<file path="config.mk">
export PLATFORM = sky130hd
export DESIGN_NAME = pipeline_hazard_ctrl
export DESIGN_NICKNAME = d
export VERILOG_FILES = /design/src/rtl/pipeline_hazard_ctrl.sv
export SDC_FILE = /design/constraint.sdc
export NUM_CORES = 1
export LEC_CHECK = 0
export CAP_MARGIN = 20
export CORE_MARGIN = 2
export CORE_UTILIZATION = 54
export CTS_BUF_LIST = sky130_fd_sc_hd__clkbuf_4 sky130_fd_sc_hd__clkbuf_8
export DETAILED_ROUTE_END_ITERATION = 10
export HOLD_SLACK_MARGIN = 0.02
export PLACE_DENSITY = 0.87
export SYNTH_ARGS = -nofsm -noshare
export SYNTH_HDL_FRONTEND = slang
export SYNTH_SLANG_ARGS = --single-unit
</file>
<file path="constraint.sdc">
create_clock -name clk -period 5.2 [get_ports clk]
set_input_delay 1.04 -clock clk [delete_from_list [all_inputs] [get_ports clk]]
set_output_delay 1.04 -clock clk [all_outputs]
set_load 0.01 [all_outputs]
</file>
<file path="src/rtl/pipeline_hazard_ctrl.sv">
// Stall/flush sequencer for the 4-stage (F, D, E, M) 16-bit pipeline.
// Resolves load-use hazards, taken branches, multi-cycle memory waits and
// HALT. Also keeps a saturating stall-cycle counter and a sticky memory
// timeout flag.
//
// state    | meaning
// ---------+--------------------------------------------------------------
// RUN      | normal flow; hazards are evaluated with MW > branch > LU > halt
// FLUSH    | extra squash cycles after a taken branch (FLUSH_CYCLES > 1)
// MEM_WAIT | pipeline frozen until memory ready or timeout
// HALT     | fetch/decode held, bubbles into E until resume

module pipeline_hazard_ctrl #(
    parameter int FLUSH_CYCLES = 1,
    parameter int MEM_TIMEOUT  = 255,
    parameter int STALL_CNT_W  = 16
) (
    input  logic                   clk,
    input  logic                   reset,
    input  logic [3:0]             rs_addD,
    input  logic [3:0]             rt_addD,
    input  logic                   uses_rsD,
    input  logic                   uses_rtD,
    input  logic                   halt_instD,
    input  logic [3:0]             rd_addE,
    input  logic                   mem_readE,
    input  logic                   branch_takenE,
    input  logic                   mem_reqM,
    input  logic                   mem_readyM,
    input  logic                   resume,
    output logic                   pc_enF,
    output logic                   pc_selF,
    output logic                   dec_enD,
    output logic                   flushD,
    output logic                   flushE,
    output logic                   ex_enE,
    output logic [2:0]             state_o,
    output logic [STALL_CNT_W-1:0] stall_cycles,
    output logic                   mem_timeout
);

    typedef enum logic [2:0] {
        S_RUN      = 3'd0,
        S_FLUSH    = 3'd1,
        S_MEM_WAIT = 3'd2,
        S_HALT     = 3'd3
    } state_t;

    // The branch cycle itself is the first flush cycle, so FLUSH holds one fewer.
    localparam logic [3:0]             FLUSH_INIT  = 4'(FLUSH_CYCLES - 1);
    localparam logic [7:0]             TIMEOUT_LIM = 8'(MEM_TIMEOUT);
    localparam logic [STALL_CNT_W-1:0] STALL_ONE   = 1;
    localparam logic [STALL_CNT_W-1:0] STALL_MAX   = '1;

    state_t                   state_q, state_n;
    logic [3:0]               fcnt_q, fcnt_n;
    logic [7:0]               tcnt_q, tcnt_n;
    logic [STALL_CNT_W-1:0]   stall_q;
    logic                     timeout_q;
    logic                     set_timeout;
    logic                     lu;
    logic                     mw;

    // Hazard terms; r0 is hardwired zero so it never creates a load-use.
    always_comb begin
        lu = mem_readE && (rd_addE != 4'd0) &&
             ((uses_rsD && (rs_addD == rd_addE)) ||
              (uses_rtD && (rt_addD == rd_addE)));
        mw = mem_reqM && !mem_readyM;
    end

    // Next-state and control-output decode.
    always_comb begin
        pc_enF      = 1'b1;
        pc_selF     = 1'b0;
        dec_enD     = 1'b1;
        flushD      = 1'b0;
        flushE      = 1'b0;
        ex_enE      = 1'b1;
        state_n     = state_q;
        fcnt_n      = fcnt_q;
        tcnt_n      = tcnt_q;
        set_timeout = 1'b0;

        case (state_q)
            S_RUN: begin
                if (mw) begin
                    pc_enF  = 1'b0;
                    dec_enD = 1'b0;
                    ex_enE  = 1'b0;
                    state_n = S_MEM_WAIT;
                    tcnt_n  = 8'd1;
                end else if (branch_takenE) begin
                    pc_selF = 1'b1;
                    flushD  = 1'b1;
                    flushE  = 1'b1;
                    if (FLUSH_CYCLES > 1) begin
                        state_n = S_FLUSH;
                        fcnt_n  = FLUSH_INIT;
                    end
                end else if (lu) begin
                    pc_enF  = 1'b0;
                    dec_enD = 1'b0;
                    flushE  = 1'b1;
                end else if (halt_instD) begin
                    pc_enF  = 1'b0;
                    dec_enD = 1'b0;
                    flushE  = 1'b1;
                    state_n = S_HALT;
                end
            end

            S_FLUSH: begin
                if (mw) begin
                    // Wrong-path work is already squashed; drop the rest of the flush.
                    pc_enF  = 1'b0;
                    dec_enD = 1'b0;
                    ex_enE  = 1'b0;
                    state_n = S_MEM_WAIT;
                    tcnt_n  = 8'd1;
                    fcnt_n  = 4'd0;
                end else begin
                    flushD = 1'b1;
                    flushE = 1'b1;
                    if (fcnt_q <= 4'd1) begin
                        state_n = S_RUN;
                        fcnt_n  = 4'd0;
                    end else begin
                        fcnt_n = fcnt_q - 4'd1;
                    end
                end
            end

            S_MEM_WAIT: begin
                pc_enF  = 1'b0;
                dec_enD = 1'b0;
                ex_enE  = 1'b0;
                if (mem_readyM) begin
                    // Access completes this cycle with the pipeline advancing.
                    pc_enF  = 1'b1;
                    dec_enD = 1'b1;
                    ex_enE  = 1'b1;
                    state_n = S_RUN;
                    tcnt_n  = 8'd0;
                end else if (tcnt_q >= TIMEOUT_LIM) begin
                    set_timeout = 1'b1;
                    state_n     = S_RUN;
                    tcnt_n      = 8'd0;
                end else begin
                    tcnt_n = tcnt_q + 8'd1;
                end
            end

            S_HALT: begin
                pc_enF  = 1'b0;
                dec_enD = 1'b0;
                flushE  = 1'b1;
                ex_enE  = !mw;
                if (resume) begin
                    // HALT still sits in D; replace it with a NOP as fetch restarts.
                    pc_enF  = 1'b1;
                    dec_enD = 1'b1;
                    flushD  = 1'b1;
                    state_n = S_RUN;
                end
            end

            default: begin
                state_n = S_RUN;
                fcnt_n  = 4'd0;
                tcnt_n  = 8'd0;
            end
        endcase
    end

    // State and counter registers.
    always_ff @(posedge clk) begin
        if (reset) begin
            state_q <= S_RUN;
            fcnt_q  <= 4'd0;
            tcnt_q  <= 8'd0;
        end else begin
            state_q <= state_n;
            fcnt_q  <= fcnt_n;
            tcnt_q  <= tcnt_n;
        end
    end

    // Saturating stall counter and sticky timeout flag.
    always_ff @(posedge clk) begin
        if (reset) begin
            stall_q   <= '0;
            timeout_q <= 1'b0;
        end else begin
            if (!pc_enF && (stall_q != STALL_MAX)) begin
                stall_q <= stall_q + STALL_ONE;
            end
            if (set_timeout) begin
                timeout_q <= 1'b1;
            end
        end
    end

    assign state_o      = state_q;
    assign stall_cycles = stall_q;
    assign mem_timeout  = timeout_q;

endmodule

</file>
==> flow_summary.ini <==
[grt]
grt_pass1_vias = 1559
overflow = 0
grt_max_degree = 34
antenna_found_initial = 0
grt_pass1_wl_um = 6920
grtUsageTotal = 0.224

[min_path]
hold_class = flop to flop

[synth]
avgSynthCellArea_sq_um = 8.37
synth_commonest_cells = dfxtp_1 (31), nor2_1 (30), a21oi_1 (16), nand2_1 (14), xor2_1 (10)
ys_types = 48
syn_nets = 247
synth_edf_count = 0
ys_async_sr_fraction = 0
ys.flop_type = dfxtp_1
synth_seq_cells = 31
yosys.area.top_type = dfxtp_1
synth_seq_area_share = 0.335
syn_area_sq_um = 1850
synth_most_common_cell = dfxtp_1
synth_top_area_frac = 0.335
ys_top_cells_by_area = dfxtp_1 (34%), nor2_1 (6.1%), xor2_1 (4.7%), a21oi_1 (4.3%), mux2_4 (3.2%)
synth_warnings = 0
syn_inst = 221

[clocking]
htree_levels = 2
cts_tree = built
worstSkewPairLatency_ps = 350
clock_path_buffers = 2
root_buffer = clkbuf_4
postCtsHoldBufs = 0
clock-sinks = 31
cts_setup_buffers = 0
numCtsBuffers = 5
clkTransAtPathRegs_ps = 90
cts_resized = 0

[sta]
grt_setup_unrepaired = false
fmax_mhz = 232
period_minus_slack_ps = 4310
finalCritPeriodShare = 0.829
worst_pin_slew_ps = 586
setup_tns_ps = 0
setup_viol_count_final = 0
relSlewSlack = 0.606
hold_violations = 0
skew_ps = 11.2
slew_violations = 0

[final_layout]
antennaDiodeCount = 0
area_growth_pct = 29.7
drive_gt1_frac = 0.0974
fin_nets = 292

[power_and_ir_drop]
p_leak_nw = 0.838
ir_drop_mv = 0.192
powerDensity_nw_per_um2 = 232
power_w = 0.000557

[drt]
antenna_left = 0
vias = 1769
routedWlPerCell_um = 13.2
post_drt_via_cell_ratio = 5.65
wl_um = 4140
drt_iter0_drc = 108
dr.pass1.iters = 4
drcViolationCount = 0

[floorplan]
die_h_um = 62.5
start_util = 0.559
core_sq_um = 3310
die_area_sq_um = 3910
die_w_um = 62.5
rows = 21
io_pins = 48

[worst_setup_path]
cp_num_buf_inv = 2
slowest_stage = clkdlybuf4s50_1
crit_path_max_fanout = 3
critPathMaxStageDelay_ps = 580
cp-start-kind = primary input
worst_ep_required_time_ps = 4160
cpLargestDelayFamily = buffers and inverters
cpMostUsedCell = clkdlybuf4s50_1
arrival_ps = 3270
crit_type = primary input to primary output
cp-end-kind = primary output
crit_chain = clkdlybuf4s50_1 > o41a_1 > nand3_1 > nor4_2 > nor2_1 > a21oi_1 > o22a_1 > clkdlybuf4s50_1

[placement]
routabilityCongestion = 0.812
port_buffers = 46
place_hpwl_um = 3050

[flow_run]
cap_violations = 0

[run_status]
status = finished, final reports clean
## worst paths after layout
kind	from	slack, ps	end	depth (start not counted)
hold / removal	mem_timeout	500	mem_timeout	2
hold reg to reg	mem_timeout	500	mem_timeout	2
setup reg to reg	state_o[0]	2970	stall_cycles[11]	5
setup / recovery	rd_addE[1]	890	flushE	8
## logic make-up (layout without fill, tap and decap cells)
logic type,after synthesis,count (layout),synth area share
compound gates,41,41,0.139
buf+inv,14,60,0.0385
xor+xnor,13,13,0.0615
flops,31,31,0.335
simple gates,109,109,0.341
other cells,1,1,0.00203
fa+ha+maj,4,4,0.0270
mux,8,8,0.0554
## layout make-up
cell class	instances	area [sq um]
sequential	31	621
fill	253	911
inverter	4	15.0
multi-input combinational	176	1160
tap	46	57.6
clock buffer	8	72.6
timing repair buffer	48	475
## worst register-to-register path, delay by kind of cell (launching register included)
| kind | cells | cell delay, ps |
|---|---|---|
| simple gates | 2 | 560 |
| mux | 2 | 720 |
| flops | 1 | 560 |
| compound gates | 1 | 290 |
## stage by stage
step,worst slack [ps],hold WS (ps),cell area [sq um],instances,utilization
after detailed placement,928,463,2330,305,0.703
after global routing,734,519,2400,313,0.725
after floorplan,1600,470,1850,221,-
after global placement,1020,473,2330,305,0.703
after CTS,917,503,2400,313,0.725
final,891,500,2400,313,0.725
## flip-flops by register name, summed over array words and instances (netlist names)
signal	count
stall_cycles	16
state_o	2
tcnt_q	8
mem_timeout	1
fcnt_q	4
## routing by layer
layer	wire, um	track usage	vias up	part of all wire
li1	-	-	896	-
met1	1870	0.267	825	0.45
met2	2000	0.362	42	0.48
met3	195	0.0649	6	0.047
met4	74	0.122	0	0.018
met5	0	0	-	0
## report_power, final
group          switching (W)  leakage (nW)  internal [W]  total [W]
Clock              0.0000844        0.0420     0.0000847   0.000169
Combinational      0.0000643         0.546     0.0000655   0.000130
Sequential         0.0000139         0.251      0.000244   0.000258
Total               0.000163         0.838      0.000395   0.000557
## cell usage in the layout (no fill, tap or decap), drive strengths merged, types with 4 or more instances in the layout
cell type	synthesis	layout
clkdlybuf4s50	0	46
dfxtp	31	31
nor2	30	30
a21oi	17	17
nand2	14	14
xor2	10	10
o21ai	10	10
nand4	9	9
nand3	8	8
clkbuf	2	8
or3	7	7
nor3	7	7
nor2b	6	6
nand2b	6	6
o31ai	6	6
mux2	6	6
or4	5	5
inv	4	4
ha	4	4
nor4	4	4
Power figures use the tool's default switching activity.
